`config.mk`:
```
export PLATFORM = sky130hd
export DESIGN_NAME = conv_output_requant
export DESIGN_NICKNAME = d
export VERILOG_FILES = /design/src/rtl/conv_output_requant.sv
export SDC_FILE = /design/constraint.sdc
export NUM_CORES = 1
export LEC_CHECK = 0
export BUFFER_PORTS_ARGS = -buffer_cell sky130_fd_sc_hd__buf_2
export CAP_MARGIN = 25
export CORE_MARGIN = 5
export CORE_UTILIZATION = 55
export CTS_CLUSTER_SIZE = 8
export DETAILED_ROUTE_END_ITERATION = 10
export GPL_TIMING_DRIVEN = 0
export PLACE_DENSITY_LB_ADDON = 0.08
export SYNTH_ARGS = -nofsm -noshare
export SYNTH_HDL_FRONTEND = slang
export SYNTH_SLANG_ARGS = --single-unit
```
`constraint.sdc`:
```
create_clock -name clk -period 3.8 [get_ports clk]
set_input_delay 0.57 -clock clk [delete_from_list [all_inputs] [get_ports clk]]
set_output_delay 0.57 -clock clk [all_outputs]
set_load 0.05 [all_outputs]
```
`src/rtl/conv_output_requant.sv`:
```
// conv_output_requant
//   Requantizes the 48-bit accumulator stream from the convolution PE to
//   16-bit signed pixels: rounding arithmetic right shift (half toward +inf),
//   optional activation, then signed saturation. Results go through a
//   credit-protected show-ahead FIFO onto an AXI4-Stream master.
//
//   Optional feature macro: CONV_LEAKY_RELU_EN
//     defined   : act_en=1 maps negative values to r >>> 3 (leaky ReLU, slope 1/8)
//     undefined : act_en=1 maps negative values to 0 (plain ReLU)
//
// Ports
//   clk, Reset                 clock, asynchronous active-high reset
//   s_acc_data/valid/last      accumulator beat input
//   s_acc_ready                beat accepted this cycle (credit based)
//   shift_amt, act_en          quasi-static requant configuration
//   m_axis_tdata/tvalid/tlast  AXI4-Stream master output
//   m_axis_tready              downstream accept
//   overflow                   sticky: beat presented while not ready
//   idle                       pipeline and FIFO empty
module conv_output_requant #(
  parameter int RESULT_WIDTH = 48,
  parameter int OUT_WIDTH    = 16,
  parameter int FIFO_DEPTH   = 8
) (
  input  logic                    clk,
  input  logic                    Reset,
  input  logic [RESULT_WIDTH-1:0] s_acc_data,
  input  logic                    s_acc_valid,
  input  logic                    s_acc_last,
  output logic                    s_acc_ready,
  input  logic [5:0]              shift_amt,
  input  logic                    act_en,
  output logic [OUT_WIDTH-1:0]    m_axis_tdata,
  output logic                    m_axis_tvalid,
  input  logic                    m_axis_tready,
  output logic                    m_axis_tlast,
  output logic                    overflow,
  output logic                    idle
);

  localparam int PTR_W    = $clog2(FIFO_DEPTH);
  localparam int CNT_W    = PTR_W + 1;
  localparam int CREDIT_W = CNT_W + 1;
  localparam int EXT_W    = RESULT_WIDTH + 1;

  // ---------------- stage 1: rounding shift ----------------
  logic signed [EXT_W-1:0] acc_ext, rnd, s1_next, s1_r;
  logic                    s1_valid, s1_last;
  logic                    accept;

  assign accept = s_acc_valid & s_acc_ready;

  always_comb begin
    acc_ext = {s_acc_data[RESULT_WIDTH-1], s_acc_data};
    rnd     = '0;
    if (shift_amt != 6'd0)
      rnd = EXT_W'(1) << (shift_amt - 6'd1);
    // One extra bit of headroom keeps acc + rnd from wrapping.
    s1_next = (acc_ext + rnd) >>> shift_amt;
  end

  always_ff @(posedge clk or posedge Reset) begin
    if (Reset) begin
      s1_valid <= 1'b0;
      s1_last  <= 1'b0;
      s1_r     <= '0;
    end else begin
      s1_valid <= accept;
      s1_last  <= s_acc_last;
      s1_r     <= s1_next;
    end
  end

  // ---------------- stage 2: activation + saturation ----------------
  logic signed [EXT_W-1:0] act_r;
  logic [EXT_W-OUT_WIDTH:0] upper;
  logic [OUT_WIDTH-1:0]     s2_next, s2_data;
  logic                     s2_valid, s2_last;

  always_comb begin
    act_r = s1_r;
    if (act_en && s1_r[EXT_W-1]) begin
`ifdef CONV_LEAKY_RELU_EN
      act_r = s1_r >>> 3;
`else
      act_r = '0;
`endif
    end
    // Value fits when every bit from the output sign bit upward agrees.
    upper = act_r[EXT_W-1:OUT_WIDTH-1];
    if ((&upper) || !(|upper))
      s2_next = act_r[OUT_WIDTH-1:0];
    else if (act_r[EXT_W-1])
      s2_next = {1'b1, {(OUT_WIDTH-1){1'b0}}};
    else
      s2_next = {1'b0, {(OUT_WIDTH-1){1'b1}}};
  end

  always_ff @(posedge clk or posedge Reset) begin
    if (Reset) begin
      s2_valid <= 1'b0;
      s2_last  <= 1'b0;
      s2_data  <= '0;
    end else begin
      s2_valid <= s1_valid;
      s2_last  <= s1_last;
      s2_data  <= s2_next;
    end
  end

  // ---------------- output FIFO ----------------
  logic [OUT_WIDTH:0] mem [FIFO_DEPTH];
  logic [PTR_W-1:0]   wr_ptr, rd_ptr;
  logic [CNT_W-1:0]   count;
  logic               wr_en, rd_en;
  logic [OUT_WIDTH:0] head;

  // Credit accounting guarantees room for every in-flight beat, so writes
  // are never refused.
  assign wr_en = s2_valid;
  assign rd_en = m_axis_tvalid & m_axis_tready;

  always_ff @(posedge clk) begin
    if (wr_en)
      mem[wr_ptr] <= {s2_last, s2_data};
  end

  always_ff @(posedge clk or posedge Reset) begin
    if (Reset) begin
      wr_ptr <= '0;
      rd_ptr <= '0;
      count  <= '0;
    end else begin
      if (wr_en) wr_ptr <= wr_ptr + PTR_W'(1);
      if (rd_en) rd_ptr <= rd_ptr + PTR_W'(1);
      case ({wr_en, rd_en})
        2'b10:   count <= count + CNT_W'(1);
        2'b01:   count <= count - CNT_W'(1);
        default: count <= count;
      endcase
    end
  end

  assign head          = mem[rd_ptr];
  assign m_axis_tvalid = (count != '0);
  // Gated so outputs read zero while empty (and straight out of reset).
  assign m_axis_tdata  = m_axis_tvalid ? head[OUT_WIDTH-1:0] : '0;
  assign m_axis_tlast  = m_axis_tvalid ? head[OUT_WIDTH]     : 1'b0;

  // ---------------- credit, overflow, idle ----------------
  logic [CREDIT_W-1:0] credit_used;

  assign credit_used = CREDIT_W'(count) + CREDIT_W'(s1_valid) + CREDIT_W'(s2_valid);
  assign s_acc_ready = credit_used < CREDIT_W'(FIFO_DEPTH);

  always_ff @(posedge clk or posedge Reset) begin
    if (Reset)
      overflow <= 1'b0;
    else if (s_acc_valid && !s_acc_ready)
      overflow <= 1'b1;
  end

  assign idle = ~s1_valid & ~s2_valid & (count == '0);

endmodule

```
==> Word-level counts from Yosys, hierarchy flattened <==
Memory sizes are Yosys's and may differ from the RTL's.
Cells that the tools add are included.
{ "word_totals": {"ram_bits": 136, "mem_count": 1, "output_inout_bits": 21, "wordCells": 50, "reg_bits": 80, "in_bits": 60} }
{ "op_classes": {"n_addsub": 8, "n_reduce_logical": 11, "bitwise_logic": 6, "magnitude_cmp": 1, "shift": 2, "n_eq_ne": 2, "mux": 9} }
{ "mem_list": {"columns": ["memory", "depth", "width", "rd", "rd_clocked_by_memory_dff", "write_ports", "line_no", "rtl"], "rows": [
  ["mem", 8, 17, 1, 0, 1, "112", "logic [OUT_WIDTH:0] mem [FIFO_DEPTH];"]
]} }
{ "ops": {"columns": ["cell", "n"], "rows": [
  ["49-bit 2-to-1 mux", 2],
  ["48-bit by 49-bit adder with 49-bit output", 1],
  ["1-bit by 6-bit left shift with 49-bit output, first input constant", 1],
  ["49-bit by 6-bit >>> shifter with 49-bit output", 1],
  ["16-bit 2-to-1 mux", 3],
  ["34-bit AND reduction", 1],
  ["34-bit OR reduction", 1],
  ["4-bit case mux with 2 select lines", 1],
  ["3-bit by 1-bit adder with 3-bit output, second input constant", 2],
  ["6-bit nonzero test", 1],
  ["6-bit by 1-bit subtractor with 6-bit output, second input constant", 1],
  ["4-bit by 1-bit adder with 5-bit output", 1],
  ["5-bit by 1-bit adder with 5-bit output", 1],
  ["5-bit by 4-bit less-than comparator with 1-bit output, second input constant", 1],
  ["4-bit by 1-bit adder with 4-bit output, second input constant", 1],
  ["1-bit bitwise AND", 4],
  ["4-bit zero test", 1],
  ["4-bit nonzero test", 1],
  ["4-bit by 1-bit subtractor with 4-bit output, second input constant", 1],
  ["1-bit 2-to-1 mux", 3],
  ["2-bit by 1-bit equality test with 1-bit output, second input constant", 1],
  ["2-bit equality test, second input constant", 1],
  ["1-bit logical AND", 2],
  ["1-bit zero test", 2],
  ["other kinds (3)", 4]
]} }

==> Depth between registers and ports, before layout <==
{ "depth": {"word_depth": 6, "mapped_depth": 21, "ltp_nobuf": 17} }

==> Least setup slack after synthesis <==
No wires, ideal clock.
{ "synth_path": {"kind": "input-to-reg", "from": "input shift_amt[0]", "to": "register s1_r[1]", "t_arrival_ps": 4843, "t_required_ps": 3706, "path_slack_ps": -1137, "setup_ps": 94, "cell_stages": 19, "path_buffers": 5, "path_cell_list": "clkbuf_1 clkbuf_1 buf_1 nand2_1 clkbuf_1 nor3_1 ha_1 buf_4 a21oi_1 o21ai_0 a21oi_1 o311ai_1 a21oi_1 nand2_1 xnor2_1 mux4_2 mux2_2 mux2_4 a221oi_2"} }
{ "synth_between": {"elab_chain_cells": 5, "elab_cells_between_ends": 6, "cone_classes": "add/sub (2); shift (2); mux (1); reduce/logical (1)"} }
{ "synth_rtl": {"columns": ["element", "line_no", "rtl"], "rows": [
  ["start: declaration", "31", "input logic [5:0] shift_amt,"],
  ["6-bit by 1-bit subtractor with 6-bit output", "57", "rnd = EXT_W'(1) << (shift_amt - 6'd1);"],
  ["1-bit by 6-bit left shift with 49-bit output", "57", null],
  ["49-bit 2-to-1 mux", "56", "if (shift_amt != 6'd0)"],
  ["48-bit by 49-bit adder with 49-bit output", "59", "s1_next = (acc_ext + rnd) >>> shift_amt;"],
  ["49-bit by 6-bit >>> shifter with 49-bit output (*)", "59", null],
  ["via s1_next[1]", "47", "logic signed [EXT_W-1:0] acc_ext, rnd, s1_next, s1_r;"],
  ["end signal: assignment", "70", "s1_r <= s1_next;"],
  ["end: declaration", "47", null]
]} }
Mark *: on every way through the listed nets, which the timed path passes. The rest lies on a longest branch.
A chain may end at the register's enable or synchronous reset.

==> Worst setup path in the final report <==
{ "layout_path": {"from": "input shift_amt[0]", "to": "register s1_r[13]"} }
Same word-level chain as after synthesis.

==> flow_metrics.tcl <==
set metrics [dict create \
    synth_common_cells "nor2_1, nand2_1, edfxtp_1" \
    finalNetCount 1993 \
    cts_buffers 31 \
    clock_skew_ps 20.3 \
    synth_cells 1582 \
    synth_top_cell_by_area "edfxtp_1" \
    fin_util_pct 78.6 \
    drv_slew 0 \
    place_inst 2054 \
    worstSkewPairLatency_ps 540 \
    postRouteAntennaNets 0 \
    drtIter0Drc 1879 \
    outcome "finished with violations" \
    fmax_mhz 228 \
    vias 16200 \
    setup_ws_ps -591 \
    dp_slack_ps -2140 \
    dpl_cell_area_um2 17500 \
    finalCritPeriodShare_pct 116 \
    viasPerCell 7.10 \
    synth-edff-count 136 \
    die_h_um 180 \
    syn_area_um2 15900 \
    htreeDepth 1 \
    dieWidth_um 180 \
    wl_per_cell_um 29.6 \
    initial_utilization_pct 55.5 \
    area_growth_pct 41.7 \
    ys_seq_area_share_pct 38.3 \
    grt_usage_pct 38.6 \
    die-area_um2 32400 \
    worst_slew_pin_slew_ps 977 \
    dpl.hpwl_mm 46.4 \
    overflow 0 \
    core_area_um2 28600 \
    rsz0062_at_grt "true" \
    grt_pass1_vias 15800 \
    rows 62 \
    netlist_top_cells_area "edfxtp_1, dfrtp_1, mux4_2" \
    yosysMostFrequentCell "nor2_1" \
    grt_pass1_wl_mm 96.9 \
    syn_avg_cell_area_um2 10.0 \
    cts_tree "done" \
    finalHoldViolCount 0 \
    wl_mm 67.6 \
    top_level_ports 81 \
    synth_top_area_share_pct 25.7 \
    ys_ff_latch 216 \
    ys.flop_type "edfxtp_1" \
    total_power_mw 9.66 \
    clk_pin_slew_ps 50 \
    end_kind "register" \
    setup_viol 45 \
    cp_data_arrival_time_ps 4800 \
    stdcell_count 2284 \
    io_buffers 76 \
    violations "negative setup slack" \
    async_reset_ff_share_pct 37.0 \
    clock_path_buffers 3 \
    ir_drop_uv 454 \
    cts.sinks 216 \
    min_period_ps 4390 \
    ys_types 108 \
    root_buffer "clkbuf_16" \
    drive_above_1_share_pct 43.7 \
    fin_area_um2 22500 \
    grt_antenna_before_repair 1 \
    worstPathRequired_ps 4210 \
    worst-path-max-fanout 5 \
    slew_headroom_pct 34.9 \
    grt_max_degree 71 \
    power_density_nw_per_um2 429 \
    critPathKind "primary input to register" \
    yosysWarnings 0 \
    cap_violations 0 \
    gp_congestion 1.08 \
    drc 0 \
    synth_nets 1698 \
    first_pass_iters 9 \
    cp-start-kind "primary input" \
    cellLeakagePower_nw 8.50 \
    hp-class "primary input to register" \
]
-- per-stage QoR --
stage | hold WS [ps] | setup TNS (ps)
3_5_place_dp | 342 | -87100
5_1_grt | 134 | -21150
2_1_floorplan | 331 | -8920
4_1_cts | 142 | -14260
3_3_place_gp | 344 | -86870
6_report | 151 | -18090
-- layout by cell type (no fill, tap or decap), drive strengths merged, types with 74 or more instances in the layout --
| cell type | netlist | layout |
|---|---|---|
| nor2 | 147 | 147 |
| edfxtp | 136 | 136 |
| nand2 | 140 | 140 |
| dfrtp | 80 | 80 |
| o21ai | 93 | 93 |
| clkbuf | 62 | 105 |
| buf | 51 | 319 |
| a21oi | 115 | 115 |
| mux2i | 74 | 74 |
| nor3 | 76 | 76 |
-- flip-flops by register name, summed over array words and instances (netlist names) --
signal    flops
rd_ptr        3
s1_valid      1
s2_valid      1
s1_r         49
s1_last       1
wr_ptr        3
count         4
s2_data      16
overflow      1
s2_last       1
mem         136
-- worst max-delay path: stages --
cell	delay, ps
buf_12	90
clkbuf_16	160
buf_12	110
nand2_8	70
clkbuf_16	170
nor2_1	230
ha_4	280
a211oi_4	260
buf_4	160
o21ai_4	70
a211oi_2	270
o211ai_1	280
a22o_2	360
buf_6	140
o21ai_4	190
a31oi_4	140
buf_6	140
mux4_2	510
o22a_4	290
o211ai_1	290
-- final cells by class --
class	instances	area [µm²]
Clock buffer	52	855
Fill cell	1705	6120
Clock inverter	3	32.5
Buffer	109	1020
Multi-Input combinational cell	1232	11700
Antenna cell	1	2.50
Inverter	21	129
Sequential cell	216	6090
Tap cell	384	480
Timing Repair Buffer	266	2200
-- power by group --
group / internal, mW / leakage [nW] / switching, mW
clock network: 1.51 / 0.421 / 0.970
logic: 1.54 / 5.91 / 2.60
registers: 2.83 / 2.17 / 0.199
total: 5.89 / 8.50 / 3.77
-- metal layers --
layer  track usage [%]  share of wire, %  vias up  routed length, µm
li1                  -                 -     6738                  -
met1              45.4                34     7860              23000
met2              64.9                47     1235              31900
met3              5.80               8.9      392               6020
met4              27.4                10        0               6740
met5                 0                 0        -                  0
-- what timing repair did --
item	4_1_cts	5_1_grt
hold buffers	1	0
setup endpoints to repair	66	58
setup buffers	106	68
endpoints found under the hold margin	10	0
pin swaps	99	104
gates resized for setup	322	231
cloned	3	1
-- final timing paths --
| kind | startpoint | to | slack, ps | depth (start not counted) |
|---|---|---|---|---|
| setup / recovery | shift_amt[0] | s1_r[13] | -590 | 20 |
| hold / removal | s_acc_last | s1_last | 150 | 1 |
| setup reg to reg | s1_r[25] | s2_data[5] | 970 | 6 |
| hold reg to reg | s1_last | s2_last | 360 | 0 |
| max in group asynchronous | Reset | s1_r[11] | 2710 | 4 |
| min in group asynchronous | Reset | rd_ptr[2] | 500 | 3 |
-- cells by family after synthesis --
kind of cell | count (synthesis) | share of synthesized area [%]
muxes | 154 | 14.1
AOI/OAI and AO/OA | 447 | 20.0
DFF | 216 | 38.3
xor gates and xnor gates | 53 | 2.97
buffers and inverters | 134 | 3.81
and+or+nand+nor | 522 | 16.3
adders and majority gates | 56 | 4.51
No activity file was read; power rests on OpenSTA's default activity.
